File: src/rtl/counter_8bits_down_if.sv
// Control and data bundle for the 8-bit down counter: stimulus side (master)
// and counter side (slave).
interface counter_8bits_down_if;
    logic       Load_N;
    logic       Clear_N;
    logic       P;
    logic       T;
    logic       Reload_En;
    logic [3:0] Din1;
    logic [3:0] Din2;
    logic [3:0] Qout1;
    logic [3:0] Qout2;
    logic [1:0] Borrow;
    logic       Zero;

    modport master (
        output Load_N, Clear_N, P, T, Reload_En, Din1, Din2,
        input  Qout1, Qout2, Borrow, Zero
    );

    modport slave (
        input  Load_N, Clear_N, P, T, Reload_En, Din1, Din2,
        output Qout1, Qout2, Borrow, Zero
    );
endinterface

File: src/rtl/counter_8bits_down.sv
// 8-bit down counter of two cascaded 4-bit digits with auto-reload register,
// binary or BCD digit range selected by BCD.
module counter_8bits_down #(
    parameter int unsigned BCD = 0
) (
    input  logic                 clk,
    input  logic                 rst,
    counter_8bits_down_if.slave  bus
);

    localparam logic [3:0] DigitMax = (BCD != 0) ? 4'd9 : 4'd15;

    logic [3:0] q1_q, q1_d;
    logic [3:0] q2_q, q2_d;
    logic [3:0] r1_q, r1_d;
    logic [3:0] r2_q, r2_d;

    logic q1_zero;
    logic q2_zero;

    assign q1_zero = (q1_q == 4'd0);
    assign q2_zero = (q2_q == 4'd0);

    // Out-of-range BCD digits simply decrement down into 9..0.
    function automatic logic [3:0] dec_digit(input logic [3:0] v);
        return (v == 4'd0) ? DigitMax : v - 4'd1;
    endfunction

    always_comb begin
        q1_d = q1_q;
        q2_d = q2_q;
        r1_d = r1_q;
        r2_d = r2_q;
        if (!bus.Clear_N) begin
            q1_d = 4'd0;
            q2_d = 4'd0;
        end else if (!bus.Load_N) begin
            q1_d = bus.Din1;
            q2_d = bus.Din2;
            r1_d = bus.Din1;
            r2_d = bus.Din2;
        end else if (bus.P && bus.T) begin
            if (q1_zero && q2_zero) begin
                if (bus.Reload_En) begin
                    q1_d = r1_q;
                    q2_d = r2_q;
                end else begin
                    q1_d = DigitMax;
                    q2_d = DigitMax;
                end
            end else begin
                q1_d = dec_digit(q1_q);
                if (q1_zero) begin
                    q2_d = dec_digit(q2_q);
                end
            end
        end
    end

    always_ff @(posedge clk or posedge rst) begin
        if (rst) begin
            q1_q <= 4'd0;
            q2_q <= 4'd0;
            r1_q <= 4'd0;
            r2_q <= 4'd0;
        end else begin
            q1_q <= q1_d;
            q2_q <= q2_d;
            r1_q <= r1_d;
            r2_q <= r2_d;
        end
    end

    // Borrow ignores P so stages cascade like a ripple-carry chain.
    assign bus.Qout1     = q1_q;
    assign bus.Qout2     = q2_q;
    assign bus.Borrow[0] = bus.T & q1_zero;
    assign bus.Borrow[1] = bus.T & q1_zero & q2_zero;
    assign bus.Zero      = q1_zero & q2_zero;

endmodule

File: src/flat_wrapper.sv
// flat-port wrapper written by rule: the top's interface ports become plain ports
module counter_8bits_down_flat 
#(
    parameter int unsigned BCD = 0
)
  (clk, rst, bus_Load_N, bus_Clear_N, bus_P, bus_T, bus_Reload_En, bus_Din1, bus_Din2, bus_Qout1, bus_Qout2, bus_Borrow, bus_Zero);
  counter_8bits_down_if bus_i ();
  input  logic clk;
  input  logic rst;
  input wire logic [$bits(bus_i.Load_N)-1:0] bus_Load_N;
  input wire logic [$bits(bus_i.Clear_N)-1:0] bus_Clear_N;
  input wire logic [$bits(bus_i.P)-1:0] bus_P;
  input wire logic [$bits(bus_i.T)-1:0] bus_T;
  input wire logic [$bits(bus_i.Reload_En)-1:0] bus_Reload_En;
  input wire logic [$bits(bus_i.Din1)-1:0] bus_Din1;
  input wire logic [$bits(bus_i.Din2)-1:0] bus_Din2;
  output wire logic [$bits(bus_i.Qout1)-1:0] bus_Qout1;
  output wire logic [$bits(bus_i.Qout2)-1:0] bus_Qout2;
  output wire logic [$bits(bus_i.Borrow)-1:0] bus_Borrow;
  output wire logic [$bits(bus_i.Zero)-1:0] bus_Zero;
  assign bus_i.Load_N = bus_Load_N;
  assign bus_i.Clear_N = bus_Clear_N;
  assign bus_i.P = bus_P;
  assign bus_i.T = bus_T;
  assign bus_i.Reload_En = bus_Reload_En;
  assign bus_i.Din1 = bus_Din1;
  assign bus_i.Din2 = bus_Din2;
  assign bus_Qout1 = bus_i.Qout1;
  assign bus_Qout2 = bus_i.Qout2;
  assign bus_Borrow = bus_i.Borrow;
  assign bus_Zero = bus_i.Zero;
  counter_8bits_down #(.BCD(BCD)) u_core (.clk(clk), .rst(rst), .bus(bus_i));
endmodule
File: config.mk
export PLATFORM = sky130hd
export DESIGN_NAME = counter_8bits_down_flat
export DESIGN_NICKNAME = d
export VERILOG_FILES = /design/src/rtl/counter_8bits_down_if.sv /design/src/rtl/counter_8bits_down.sv /design/src/flat_wrapper.sv
export SDC_FILE = /design/constraint.sdc
export NUM_CORES = 1
export LEC_CHECK = 0
export CORE_MARGIN = 1
export CORE_UTILIZATION = 27
export CTS_BUF_LIST = sky130_fd_sc_hd__clkbuf_8 sky130_fd_sc_hd__clkbuf_16
export CTS_CLUSTER_DIAMETER = 40
export DETAILED_ROUTE_END_ITERATION = 8
export GPL_TIMING_DRIVEN = 0
export PLACE_DENSITY = 0.58
export SLEW_MARGIN = 20
export SYNTH_ARGS = -nofsm -noshare
export SYNTH_HDL_FRONTEND = slang
export SYNTH_SLANG_ARGS = --single-unit
File: constraint.sdc
create_clock -name clk -period 2.3 [get_ports clk]
set_clock_uncertainty 0.1 [all_clocks]
set_input_delay 0.23 -clock clk [delete_from_list [all_inputs] [get_ports clk]]
set_output_delay 0.23 -clock clk [all_outputs]
set_load 0.02 [all_outputs]
==> impl_metrics.json <==
{
  "result_of_the_run": "finished, final reports clean",
  "globalRouteMet3Util_pct": 1.47,
  "globalRoute.totalOverflow": 0,
  "min-delay-path-class": "in2async",
  "initial_utilization_pct": 28.4,
  "post_route_cells_drive_above_1_share_pct": 16.2,
  "post_drt_via_cell_ratio": 4.84,
  "cts_max_path_buffers": 2,
  "drt_first_pass_iters": 4,
  "synthFlopType": "sky130_fd_sc_hd__dfrtp_1",
  "dieHeight_um": 61.5,
  "gpl.final_weighted_congestion": 0.842,
  "grt_start_max_net_pins": 17,
  "grt_pass1_vias": 793,
  "final_net_count": 148,
  "detailedPlacementHpwl_um": 1790,
  "hold_buffers": 0,
  "critical_path.max_fanout": 6,
  "grt_util_all_layers_pct": 13.5,
  "grtUsageMet2_pct": 21.7,
  "relSlewSlack_pct": 59.5,
  "fp.dieW_um": 61.5,
  "endpoint_kind": "output port",
  "criticalPathCategory": "reg2out",
  "worst_setup_hold_path_clk_slew_ns": 0.07,
  "core_area_um2": 3360,
  "cts_htree_levels": 1,
  "synth_seq_area_share_pct": 41.9,
  "rsz0062_at_grt": "no",
  "report.final.setup_viol": 0,
  "routed_wirelength_um": 2290,
  "area_growth_syn_to_layout_pct": 40.0,
  "layout_min_cycle_time_ns": 2.18,
  "synthCells": 100,
  "syn-num-nets": 117,
  "die_outline_area_um2": 3780,
  "number_of_clock_sinks_seen_by_cts": 16,
  "design.portCount": 26,
  "fin_crit_sh_pct": 94.6,
  "worst_ir_drop_vdd_mv": 0.382,
  "gr-usage-met1_pct": 18.5,
  "leakage_power_uw": 0.000572,
  "insertion_delay_ns": 0.25,
  "dr_total_vias": 852,
  "timing.final.ws_setup_ns": 0.123,
  "drt_iter0_drc": 24,
  "drc_errors": 0,
  "synth.yosys.warnings": 0,
  "ys_seq_elements": 16,
  "final_hold_viol_count": 0,
  "layout.cells.non_filler": 176,
  "cts_made_buffers": 3,
  "async_reset_ff_share_pct": 100,
  "worst_ep_arrival_time_ns": 1.85,
  "synth_unique_cells": 31,
  "cts.root.buffer_cell": "sky130_fd_sc_hd__clkbuf_8",
  "ant_nets": 0,
  "max-cap-violations": 0,
  "finalCoreUtilization_pct": 39.7,
  "post_drt_wl_per_cell_um": 13.0,
  "tritoncts": "done",
  "place_inst": 171,
  "synth.cell_area_um2": 955,
  "synth_enable_flop_cells": 0,
  "max_freq_mhz": 459,
  "finalMaxSlewViolations": 0,
  "postSynthAreaPerCell_um2": 9.55,
  "grt_antenna_before_repair": 0,
  "worstSetupStartpointType": "flip-flop",
  "worstMarginPinSlew_ns": 0.607,
  "num_rows": 21,
  "grt.busiest_layer": "met2",
  "critPathRequiredTime_ns": 1.97,
  "p_per_area_nw_per_um2": 613,
  "insertedDiodeCount": 0,
  "io_port_bufs": 25,
  "hold_slack_ns": 0.247,
  "grt_first_pass_wirelength_um": 3710,
  "pre_cts_ws_ns": -0.0466
}
## Yosys cell counts, types with 2 or more instances
library cell	instances	share of area, %
sky130_fd_sc_hd__a21oi_1	4	2.1
sky130_fd_sc_hd__nand2_1	12	4.7
sky130_fd_sc_hd__and3_1	3	2.0
sky130_fd_sc_hd__nor2_1	2	0.79
sky130_fd_sc_hd__and2_1	2	1.3
sky130_fd_sc_hd__o21ba_2	2	2.1
sky130_fd_sc_hd__dfrtp_1	16	42
sky130_fd_sc_hd__a31oi_1	5	3.3
sky130_fd_sc_hd__ha_1	2	2.6
sky130_fd_sc_hd__o21ai_0	7	3.7
sky130_fd_sc_hd__nand3_1	4	2.1
sky130_fd_sc_hd__inv_1	9	3.5
sky130_fd_sc_hd__o2111ai_1	2	1.8
sky130_fd_sc_hd__o31ai_1	6	4.7
sky130_fd_sc_hd__mux2_2	7	8.3
sky130_fd_sc_hd__or3b_4	2	2.4
## metal layers
layer	vias up	routed length [um]
met3	2	99
met4	0	21
met5	-	0
met2	22	1080
met1	400	1090
li1	428	-
## cells by family (layout without fill, tap and decap cells)
family,Yosys count,count (layout),share of synthesized area (%)
buf+inv,11,41,4.45
simple gates,31,31,19.1
compound gates,32,32,22.5
flops,16,16,41.9
fa+ha+maj,2,2,2.62
mux,8,8,9.31
## flip-flops by register name, summed over array words and instances, names as in the netlist
name              count
u_core.bus.Qout1      4
u_core.bus.Qout2      4
u_core.r1_q           4
u_core.r2_q           4
## final timing paths
| path | endpoint | cells past startpoint | start | slack (ns) |
|---|---|---|---|---|
| setup / recovery | bus_Zero | 5 | u_core.bus.Qout1[0] | 0.12 |
| hold / removal | u_core.r1_q[1] | 2 | rst | 0.25 |
| setup reg to reg | u_core.bus.Qout1[1] | 6 | u_core.bus.Qout1[0] | 0.49 |
| hold reg to reg | u_core.r2_q[2] | 1 | u_core.r2_q[2] | 0.41 |
| max in group asynchronous | u_core.bus.Qout1[1] | 2 | rst | 1.46 |
| min in group clk | u_core.r2_q[2] | 1 | u_core.r2_q[2] | 0.41 |
## worst max-delay path: stages, from the launching register on
cell and delay (ns):
sky130_fd_sc_hd__dfrtp_1 0.43, sky130_fd_sc_hd__inv_1 0.08, sky130_fd_sc_hd__ha_1 0.20, sky130_fd_sc_hd__or3b_4 0.43, sky130_fd_sc_hd__nor2_4 0.13, sky130_fd_sc_hd__dlygate4sd2_1 0.33
## where the power goes
part | internal (uW) | switching, uW
Clock | 152 | 97.4
Sequential | 313 | 33.9
Combinational | 118 | 105
Total | 583 | 237
## cells in the final DEF, fill, tap and decap left out, drive strengths merged, types with 3 or more instances in the layout
cell type | Yosys | routed
clkdlybuf4s50 | 0 | 22
dfrtp | 16 | 16
nand2 | 12 | 12
inv | 9 | 9
o21ai | 8 | 8
mux2 | 7 | 7
o31ai | 6 | 6
a31oi | 5 | 5
clkbuf | 1 | 5
nand3 | 4 | 4
a21oi | 4 | 4
nor2 | 4 | 4
and3 | 3 | 3
and2 | 3 | 3
## layout make-up
cell class              count  area [um2]
repair buffers             26         258
clock buffers               4        55.1
inverters                   9        33.8
plain buffers               2        8.76
multi-input cells          73         523
fillers                   384        2030
flip-flops and latches     16         400
well taps                  46        57.6
## repair_timing
item,4_1_cts,5_1_grt
gates resized for setup,4,1
setup buffers,1,0
endpoints found under the setup margin,3,1
## through the flow
stage	power [uW]	area (um2)	setup TNS [ns]
detailed placement	571	1260	-0.0466
finish	820	1340	0
global placement	567	1260	-0.0379
floorplan	477	955	0
global route	861	1340	0
CTS	824	1330	0
Note: power is estimated with default switching activity, not from simulation.
